==> src/rtl/vga_sched_pkg.sv <==
// Shared types and constants for the VGA frame scheduler.
package vga_sched_pkg;

  typedef enum logic [1:0] {
    IDLE    = 2'd0,
    WAIT_VS = 2'd1,
    ISSUE   = 2'd2,
    RUN     = 2'd3
  } sched_state_e;

  localparam int unsigned DEF_H_RES = 32'd640;
  localparam int unsigned DEF_V_RES = 32'd480;
  localparam int unsigned DEF_BPP   = 32'd2;

  function automatic int unsigned frame_bytes(input int unsigned h_res,
                                              input int unsigned v_res,
                                              input int unsigned bpp);
    return h_res * v_res * bpp;
  endfunction

endpackage

==> src/rtl/vga_vsync_edge.sv <==
// Frame-start detector: registers vsync and flags its falling edge.
module vga_vsync_edge (
  input  logic clk,
  input  logic reset,
  input  logic vsync,
  output logic fs
);

  logic vsync_d_r;

  // One-cycle delayed vsync; idles high so a reset with vsync low is not a frame start
  always_ff @(posedge clk) begin
    if (!reset) begin
      vsync_d_r <= 1'b1;
    end else begin
      vsync_d_r <= vsync;
    end
  end

  assign fs = vsync_d_r & ~vsync;

endmodule

==> src/rtl/vga_frame_scheduler.sv <==
// Per-frame MM2S command issue with double buffering and underrun flagging.
// Underrun detection is built only when VGA_SCHED_UNDERRUN_EN is defined.
module vga_frame_scheduler
  import vga_sched_pkg::*;
#(
  parameter int          ADDR_W = 32,
  parameter int          LEN_W  = 23,
  parameter int unsigned H_RES  = DEF_H_RES,
  parameter int unsigned V_RES  = DEF_V_RES,
  parameter int unsigned BPP    = DEF_BPP
) (
  input  logic              clk,
  input  logic              reset,
  input  logic              enable,
  input  logic [ADDR_W-1:0] buf0_addr,
  input  logic [ADDR_W-1:0] buf1_addr,
  input  logic              swap_req,
  output logic              swap_done,
  input  logic              vsync,
  output logic              cmd_valid,
  input  logic              cmd_ready,
  output logic [ADDR_W-1:0] cmd_addr,
  output logic [LEN_W-1:0]  cmd_len,
  input  logic              dma_done,
  output logic              busy,
  output logic              front_buf,
  output logic [15:0]       frame_cnt,
  output logic              irq,
  output logic              underrun,
  input  logic              underrun_clr
);

  localparam int unsigned FRAME_BYTES = frame_bytes(H_RES, V_RES, BPP);
  localparam logic [LEN_W-1:0] FRAME_LEN = FRAME_BYTES[LEN_W-1:0];

`ifdef VGA_SCHED_UNDERRUN_EN
  localparam logic UNDERRUN_EN = 1'b1;
`else
  localparam logic UNDERRUN_EN = 1'b0;
`endif

  sched_state_e      state_r;
  sched_state_e      next_state_s;
  logic              fs_s;
  logic              enter_issue_s;
  logic              frame_done_s;
  logic              underrun_set_s;
  logic              next_front_s;
  logic              swap_pending_r;
  logic              swap_done_r;
  logic              cmd_valid_r;
  logic [ADDR_W-1:0] cmd_addr_r;
  logic [LEN_W-1:0]  cmd_len_r;
  logic              busy_r;
  logic              front_buf_r;
  logic [15:0]       frame_cnt_r;
  logic              irq_r;
  logic              underrun_r;

  vga_vsync_edge u_vsync_edge (
    .clk   (clk),
    .reset (reset),
    .vsync (vsync),
    .fs    (fs_s)
  );

  assign next_front_s = front_buf_r ^ swap_pending_r;

  // Next-state decode plus the per-cycle events that drive the registered outputs
  always_comb begin
    next_state_s   = state_r;
    enter_issue_s  = 1'b0;
    frame_done_s   = 1'b0;
    underrun_set_s = 1'b0;
    case (state_r)
      IDLE: begin
        if (enable) begin
          next_state_s = WAIT_VS;
        end else begin
          next_state_s = IDLE;
        end
      end
      WAIT_VS: begin
        if (!enable) begin
          next_state_s = IDLE;
        end else if (fs_s) begin
          next_state_s  = ISSUE;
          enter_issue_s = 1'b1;
        end else begin
          next_state_s = WAIT_VS;
        end
      end
      ISSUE: begin
        if (cmd_ready) begin
          next_state_s = RUN;
        end else begin
          next_state_s = ISSUE;
        end
      end
      RUN: begin
        if (dma_done) begin
          frame_done_s = 1'b1;
          // A frame start landing on completion is consumed as the next frame
          if (enable && fs_s) begin
            next_state_s  = ISSUE;
            enter_issue_s = 1'b1;
          end else if (enable) begin
            next_state_s = WAIT_VS;
          end else begin
            next_state_s = IDLE;
          end
        end else begin
          next_state_s   = RUN;
          underrun_set_s = UNDERRUN_EN & fs_s;
        end
      end
      default: begin
        next_state_s = IDLE;
      end
    endcase
  end

  // Scheduler state and all registered outputs
  always_ff @(posedge clk) begin
    if (!reset) begin
      state_r        <= IDLE;
      swap_pending_r <= 1'b0;
      swap_done_r    <= 1'b0;
      cmd_valid_r    <= 1'b0;
      cmd_addr_r     <= '0;
      cmd_len_r      <= '0;
      busy_r         <= 1'b0;
      front_buf_r    <= 1'b0;
      frame_cnt_r    <= 16'd0;
      irq_r          <= 1'b0;
      underrun_r     <= 1'b0;
    end else begin
      state_r     <= next_state_s;
      cmd_valid_r <= (next_state_s == ISSUE);
      busy_r      <= (next_state_s == ISSUE) || (next_state_s == RUN);
      swap_done_r <= enter_issue_s & swap_pending_r;
      irq_r       <= frame_done_s;
      if (frame_done_s) begin
        frame_cnt_r <= frame_cnt_r + 16'd1;
      end
      // Buffer addresses are sampled only here; a swap_req this cycle waits a frame
      if (enter_issue_s) begin
        front_buf_r    <= next_front_s;
        cmd_addr_r     <= next_front_s ? buf1_addr : buf0_addr;
        cmd_len_r      <= FRAME_LEN;
        swap_pending_r <= swap_req;
      end else begin
        swap_pending_r <= swap_pending_r | swap_req;
      end
      if (underrun_set_s) begin
        underrun_r <= 1'b1;
      end else if (underrun_clr) begin
        underrun_r <= 1'b0;
      end
    end
  end

  assign swap_done = swap_done_r;
  assign cmd_valid = cmd_valid_r;
  assign cmd_addr  = cmd_addr_r;
  assign cmd_len   = cmd_len_r;
  assign busy      = busy_r;
  assign front_buf = front_buf_r;
  assign frame_cnt = frame_cnt_r;
  assign irq       = irq_r;
  assign underrun  = underrun_r;

endmodule

==> config.mk <==
export PLATFORM = sky130hd
export DESIGN_NAME = vga_frame_scheduler
export DESIGN_NICKNAME = d
export VERILOG_FILES = /design/src/rtl/vga_sched_pkg.sv /design/src/rtl/vga_vsync_edge.sv /design/src/rtl/vga_frame_scheduler.sv
export SDC_FILE = /design/constraint.sdc
export NUM_CORES = 1
export LEC_CHECK = 0
export ABC_CLOCK_PERIOD_IN_PS = 1600
export CAP_MARGIN = 20
export CORE_ASPECT_RATIO = 1.75
export CORE_UTILIZATION = 35
export DETAILED_ROUTE_END_ITERATION = 6
export PLACE_DENSITY = 0.85
export SLEW_MARGIN = 15
export SYNTH_ARGS = -nofsm -noshare
export SYNTH_HDL_FRONTEND = slang
export SYNTH_SLANG_ARGS = --single-unit
==> constraint.sdc <==
create_clock -name clk -period 1.6 [get_ports clk]
set_input_delay 0.4 -clock clk [delete_from_list [all_inputs] [get_ports clk]]
set_output_delay 0.4 -clock clk [all_outputs]
set_load 0.005 [all_outputs]
Word-level counts from Yosys, hierarchy flattened
Cells that the tools add are included.

cells by class
  add/subtract/negate cells = 1
  equal/unequal tests = 5
  muxes and demuxes = 16
  bitwise gates (word level) = 5
  reductions and logical operators = 3

operators by type and width
  kind                     number
  $mux W32                 1
  $add A16 B1 Y16 const B  1
  $mux W1                  9
  $eq A2 B2 Y1 const B     4
  $mux W2                  4
  $pmux W2 S4              1
  $and A1 B1 Y1            2
  $eq A2 B1 Y1 const B     1
  $logic_not A2 Y1         1
  $pmux W1 S2              1
  $logic_and A1 B1 Y1      1
  $logic_or A1 B1 Y1       1
  $not A1 Y1               1
  $or A1 B1 Y1             1
  $xor A1 B1 Y1            1

word-level totals
  flip-flop bits (word level) = 58
  input bits = 72
  word-level logic and storage cells = 41

Logic depth before layout (Yosys ltp)
Gate-level depths: netlist of run 1.

  word-level depth = 8
  gate-level depth with buffers = 6
  gate-level depth less buffers = 5

Cells and area by module
Synthesis of run 1 repeated with hierarchy kept, for this count alone.

second synthesis, totals
  cell total of the unflattened synthesis = 280
  area total of the unflattened synthesis = 2688.8 µm²

by module, submodules not included
  module               instances  cells an instance  area each (µm²)  seq. area each (µm²)
  vga_frame_scheduler  1          277                2656.3           1121.1
  vga_vsync_edge       1          3                  32.5             20.0

Least setup slack after synthesis of run 1
No wires, ideal clock.

  path kind = register to register
  start = reg frame_cnt_r[0], in the netlist frame_cnt[0]
  end = reg frame_cnt_r[12], in the netlist frame_cnt[12]
  library setup time = 0.132 ns
  arrival time = 1.449 ns
  setup slack = 0.019 ns
  cell stages (with the launch flop) = 6
  buffers on the path = 0
  cells stage by stage = dfxtp_1 -> ha_1 -> nand3_2 -> or4_1 -> o21ai_1 -> a21oi_1

on the way
  longest elaborated chain between the ends = 1

ends and longest elaborated chain
  what                      line                        source
  start: declaration        vga_frame_scheduler.sv:56   logic [15:0] frame_cnt_r;
  start signal: assignment  vga_frame_scheduler.sv:144  frame_cnt_r <= frame_cnt_r + 16'd1;
  $add A16 B1 Y16           vga_frame_scheduler.sv:144

Every way passes these cells.
A chain may end at the register's enable or synchronous reset.

Worst setup path in the final report of run 1
  start = reg cmd_addr_r[10], in the netlist cmd_addr[10]
  end = out cmd_addr[10]

RTL lines
  what                      line                        source
  start: declaration        vga_frame_scheduler.sv:52   logic [ADDR_W-1:0] cmd_addr_r;
  start signal: assignment  vga_frame_scheduler.sv:149  cmd_addr_r <= next_front_s ? buf1_addr : buf0_addr;
  end: declaration          vga_frame_scheduler.sv:22   output logic [ADDR_W-1:0] cmd_addr,

No word-level cell between the ends.

==> flow_summary.ini, run 1 <==
[worst_setup_path]
cp.arrival_ps = 1190
cp.depth = 1
critPathMaxFanout = 2
worstSetupPathType = register to output pin
slowest_delay_ps = 530
critPathLaunchType = register
regToRegStartpoint = frame_cnt[1]$_SDFFE_PN0P_
crit_buf_inv = 1
critical_path.top_delay_family = buffers and inverters
reg2regPathDepth = 5
endpoint_kind = output pin
cp_cell_sequence = clkdlybuf4s50_1
worstSetupStartpoint = cmd_addr[10]$_SDFFE_PN0P_
worstPathRequired_ps = 1200
crit_slowest_cell = clkdlybuf4s50_1

[global_routing]
antenna_found_initial = 0
grt_pass1_wl_mm = 10.5
grt_max_degree = 35
gr-total-overflow = 0
grtUsageTotal = 0.176
first_global_vias = 2375

[drt]
routed_wl_mm = 7.61
first_iter_violations = 94
num_vias = 2532
first_pass_iters = 4
ant_nets = 0
drc = 0
via_per_inst = 4.91
routedWlPerCell_um = 14.8

[sta]
skew_ps = 5.41
fmax_ghz = 0.630
period_needed_ps = 1590
setup_viol = 0
tns_ps = 0
finalCritPeriodShare = 0.992
hold_viol_final = 0
final_max_slew_viol_count = 0

[floorplanning]
dieArea_mm2 = 0.00821
fp.dieW_um = 68.9
die_y_um = 119
rows = 42
placeableCoreArea_mm2 = 0.00757
io_pins = 149
start_util = 0.363

[power]
internal_power_mw = 2.79
ir_drop_mv = 0.599
swShare = 0.223
finalPower_mw = 3.58
pwr_density_cell_mw_per_mm2 = 772
switchingPower_mw = 0.798
p_clk_frac = 0.447
p_leak_nw = 2.16
seqPwrFrac = 0.407
comb_power_share = 0.146

[finish]
regArea_mm2 = 0.00119
fillers = 630
multi_input_comb_area_mm2 = 0.00147
layout-drive-gt1-share = 0.199
layout.cells.non_filler = 516
fin_area_mm2 = 0.00465
antennaDiodeCount = 0
utilization = 0.614
finish.net_count = 498
synthToLayoutAreaGrowth_pct = 69.3

[yosys]
synth-seq-cells = 57
syn_inst = 281
synth_area_mm2 = 0.00274
avgSynthCellArea_um2 = 9.76
ys_warn_count = 0
yosysSeqAreaShare = 0.416
synthDistinctLibCells = 39

[placement]
dp_hpwl_mm = 5.37
place_area_mm2 = 0.00414
portBuffers = 127
globalplace.congestion = 0.762
dp.cells = 496

[clock_network]
clockBufferDepth = 2
clock-sinks = 57
h-tree-depth = 3
cts_buffers = 9
hold_buffers = 0
cts_root_buf = clkbuf_16
clkTransAtPathRegs_ps = 40
clk_latency_ps = 320
cts_tree = yes

[flow_run]
cap_violations = 0

[min_path]
min_from = cmd_addr[11]$_SDFFE_PN0P_
worstHoldPathType = register to register
holdPathStages = 2

[outcome]
status = completed
layout by cell type (no fill, tap or decap), drive strengths merged:
cell type / n
clkdlybuf4s50: 96
dfxtp: 57
nor2: 48
mux2i: 34
a211oi: 32
buf: 23
conb: 20
dlymetal6s2s: 17
clkbuf: 16
dlygate4sd2: 14
nand2: 10
xnor2: 9
nand3: 7
a21oi: 5
nor3: 5
nand2b: 4
xor2: 3
nor4: 3
nand4: 3
o21ai: 3
and3: 2
nand4b: 2
inv: 2
o21a: 2
clkinv: 2
and4b: 1
and2: 1
or4: 1
or3: 1
nand3b: 1
a22oi: 1
nor3b: 1
nor2b: 1
ha: 1
area by class of cell:
| class | instances | area share |
|---|---|---|
| Multi-Input combinational cell | 201 | 0.316 |
| Sequential cell | 57 | 0.256 |
| Inverter | 3 | 0.00242 |
| Clock buffer | 13 | 0.0517 |
| Clock inverter | 1 | 0.00108 |
| Tap cell | 88 | 0.0237 |
| Timing Repair Buffer | 153 | 0.349 |
synthesized netlist by cell type:
cell type  instances  area, um2
and4b_1            1       10.0
dfxtp_1           57       1140
and2_1             1       6.26
xnor2_2            1       16.3
or3_1              1       6.26
buf_2              4       20.0
o21ai_0            1       5.00
nand3_1            5       25.0
nand3b_1           1       7.51
o21ai_1            2       10.0
nor2b_1            1       6.26
buf_4             24        180
ha_1               1       12.5
nor4_4             2       42.5
nand2_1           10       37.5
conb_1             1       3.75
o21a_1             2       15.0
a211oi_1          22        165
mux2i_1           34        340
and3_1             2       12.5
nand4_1            2       12.5
clkinv_1           1       3.75
nand3_2            2       20.0
nand4b_1           2       17.5
inv_1              2       7.51
xnor2_1            8       70.1
nor3b_1            1       7.51
nor2_1            48        180
xor2_1             3       26.3
nand4_4            1       21.3
a21oi_1            5       25.0
nor4_2             1       12.5
nand2b_1           4       25.0
a211oi_2          10        125
a22oi_1            1       7.51
or4_1              1       7.51
buf_6              6       67.6
nor3_1             5       25.0
clkbuf_1           5       18.8
registers in the layout, summed over array words and instances, names as in the netlist:
signal / flops
cmd_valid: 1
frame_cnt: 16
state_r: 2
u_vsync_edge.vsync_d_r: 1
cmd_addr: 32
irq: 1
front_buf: 1
swap_pending_r: 1
swap_done: 1
cmd_len: 1
cell families after synthesis:
logic type	share of synthesized area
adders and majority gates	0.00456
other	0.00137
and+or+nand+nor	0.176
AOI/OAI and AO/OA	0.129
muxes	0.124
xor gates and xnor gates	0.0410
DFF	0.416
buffers and inverters	0.109
power groups by stage:
stage	sequential, mW	combinational (mW)	clock (mW)
global placement	1.50	0.492	0
finish	1.46	0.524	1.60
floorplan	1.51	0.244	0
detailed placement	1.51	0.502	0
CTS	1.46	0.502	1.65
global route	1.46	0.568	1.72
per-stage QoR:
| stage | setup WS, ps | hold slack, ps |
|---|---|---|
| after floorplan | 18.6 | 462 |
| after global placement | -301 | 462 |
| after detailed placement | -353 | 484 |
| after CTS | 0.603 | 490 |
| after global routing | -1.66 | 519 |
| final | 13.1 | 496 |
path summary, 6_finish.rpt:
| kind | endpoint | slack, ps |
|---|---|---|
| worst min register to register | cmd_addr[11]$_SDFFE_PN0P_ | 500 |
| worst min-delay path | cmd_addr[11]$_SDFFE_PN0P_ | 500 |
| worst max register to register | frame_cnt[12]$_SDFFE_PN0P_ | 60 |
| worst max-delay path | cmd_addr[10] | 10 |
timing repair:
action,4_1_cts,5_1_grt
pin swaps,4,4
gates cloned,0,3
setup buffers,2,1
gates resized for setup,42,34
setup endpoints to repair,26,44
routing by layer:
layer,GRT usage,part of all wire,vias to the layer above
li1,-,-,1231
met3,0.0623,0.087,18
met2,0.318,0.55,130
met5,0,0,-
met4,0.0918,0.028,0
met1,0.161,0.34,1153
Note: power is estimated with default switching activity, not from simulation.
==> run 2, diff against run 1 <==
--- a/config.mk
+++ b/config.mk
@@ -10,8 +10,8 @@
 export CORE_ASPECT_RATIO = 1.75
 export CORE_UTILIZATION = 35
 export DETAILED_ROUTE_END_ITERATION = 6
+export GPL_TIMING_DRIVEN = 0
 export PLACE_DENSITY = 0.85
-export SLEW_MARGIN = 15
 export SYNTH_ARGS = -nofsm -noshare
 export SYNTH_HDL_FRONTEND = slang
 export SYNTH_SLANG_ARGS = --single-unit
==> run 2 against run 1 <==
Against the previous run: combinational power increased by 2%; clock skew increased by 1.2 ps; cell count increased by 5.0%; sequential share of layout area decreased by 0.48 points; maximum frequency increased by 0.98%; power increased by 9.5%; count of clock-buffer cells in the layout increased by 1; core utilization increased by 1.5 points; setup slack improved by 15 ps; via count increased by 2.0%; non-clock buffer count increased by 24; die area unchanged; critical path type unchanged; largest power group unchanged; highest routed layer unchanged.
==> flow_summary.ini, run 2 (synthesis results as in run 1) <==
[floorplanning]
die_y_um = 119
placeableCoreArea_mm2 = 0.00757
start_util = 0.363
dieArea_mm2 = 0.00821
io_pins = 149
fp.dieW_um = 68.9
rows = 42

[power]
ir_drop_mv = 0.532
p_leak_nw = 2.30
pwr_density_cell_mw_per_mm2 = 825
finalPower_mw = 3.93

[worst_setup_path]
ff2ff_setup_slack_ps = 80
reg2regPathDepth = 5
crit_buf_inv = 1
cp_cell_sequence = clkdlybuf4s50_1
critical_path.top_delay_family = buffers and inverters
critPathMaxFanout = 2
worstSetupPathType = register to output pin
endpoint_kind = output pin
reg2reg_to = frame_cnt[14]$_SDFFE_PN0P_
slowest_delay_ps = 510
cp.depth = 1
crit_slowest_cell = clkdlybuf4s50_1
worstPathRequired_ps = 1200
cp.arrival_ps = 1170
critPathLaunchType = register
regToRegStartpoint = frame_cnt[0]$_SDFFE_PN0P_

[drt]
num_vias = 2583
ant_nets = 0
via_per_inst = 4.77
drc = 0
routedWlPerCell_um = 14.5
routed_wl_mm = 7.84
first_iter_violations = 62
first_pass_iters = 4

[finish]
finish.net_count = 522
multi_input_comb_area_mm2 = 0.00142
layout-drive-gt1-share = 0.231
most-common-layout-cells = clkdlybuf4s50_1 (97), nor2_1 (48), dfxtp_1 (38)
layout_commonest_cell = clkdlybuf4s50_1
fillers = 632
synthToLayoutAreaGrowth_pct = 73.5
regArea_mm2 = 0.00119
largest_reg_flops = 32
antennaDiodeCount = 0
layout.cells.non_filler = 542

[placement]
place_ws_ps = -442
portBuffers = 127
dp.cells = 515
globalplace.congestion = 0.815
dp_hpwl_mm = 5.82

[global_routing]
gr-total-overflow = 0
grt_max_degree = 11
first_global_vias = 2593
antenna_found_initial = 0
grtUsageTotal = 0.196
grt_pass1_wl_mm = 11.7

[clock_network]
cts_buffers = 9
cts_root_buf = clkbuf_16
clockBufferDepth = 2
cts_tree = yes
h-tree-depth = 3
clock-sinks = 57
clkTransAtPathRegs_ps = 50
clk_latency_ps = 320

[sta]
skew_ps = 6.59
final_max_slew_viol_count = 0
holdWs_ps = 329
period_needed_ps = 1570
hold_viol_final = 0
fmax_ghz = 0.636
setup_ws_ps = 28.5
finalCritPeriodShare = 0.982
setup_viol = 0

[outcome]
status = completed

[min_path]
worstHoldPathType = primary input to register
min_from = vsync
min_to = u_vsync_edge.vsync_d_r$_SDFF_PN1_
holdPathStages = 2

[flow_run]
cap_violations = 0
run 2: changes by cell type in the layout (fill, tap and decap cells not counted), moves of 4 or more:
| cell | before | now |
|---|---|---|
| buf_4 | 16 | 36 |
| a211oi_1 | 10 | 20 |
| a211oi_2 | 22 | 12 |
| buf_12 | 6 | 0 |
| buf_6 | 1 | 5 |
run 2: through the flow:
stage	area, um2	setup TNS [ps]	utilization
finish	4760	0	0.629
global route	4760	-16.4	0.629
CTS	4610	-41.2	0.609
detailed placement	4200	-18490	0.555
global placement	4200	-16800	0.555
floorplan	2820	0	-
run 2: repair_timing:
item	4_1_cts	5_1_grt
setup buffers	4	6
hold buffers	0	0
cloned	0	1
gates resized for setup	52	30
endpoints found under the hold margin	0	0
endpoints found under the setup margin	57	49
pin swaps	1	2
run 2: worst max-delay path by stage:
stage / start / to / slack, ps
floorplan: frame_cnt[0]$_SDFFE_PN0P_ / frame_cnt[12]$_SDFFE_PN0P_ / 20
global placement: dma_done / frame_cnt[14]$_SDFFE_PN0P_ / -410
detailed placement: dma_done / frame_cnt[12]$_SDFFE_PN0P_ / -440
CTS: frame_cnt[4]$_SDFFE_PN0P_ / frame_cnt[4] / -20
global route: enable / cmd_addr[5]$_SDFFE_PN0P_ / -10
finish: cmd_addr[15]$_SDFFE_PN0P_ / cmd_addr[15] / 30
run 2: report_power, final:
part           switching (mW)  internal (mW)
logic                   0.200          0.336
registers              0.0211           1.44
clock network           0.604           1.33
run 2: area by class of cell:
class | instances | area share
Multi-Input combinational cell | 201 | 0.298
Timing Repair Buffer | 138 | 0.295
Sequential cell | 57 | 0.251
Buffer | 39 | 0.0655
Clock buffer | 14 | 0.0576
Tap cell | 88 | 0.0231
Clock inverter | 2 | 0.00736
Inverter | 3 | 0.00263
run 2: layer usage:
metal,vias to the layer above,global-route usage,part of all wire
li1,1278,-,-
met1,1183,0.173,0.34
met2,108,0.363,0.55
met3,14,0.0632,0.084
met4,0,0.106,0.023
met5,-,0,0
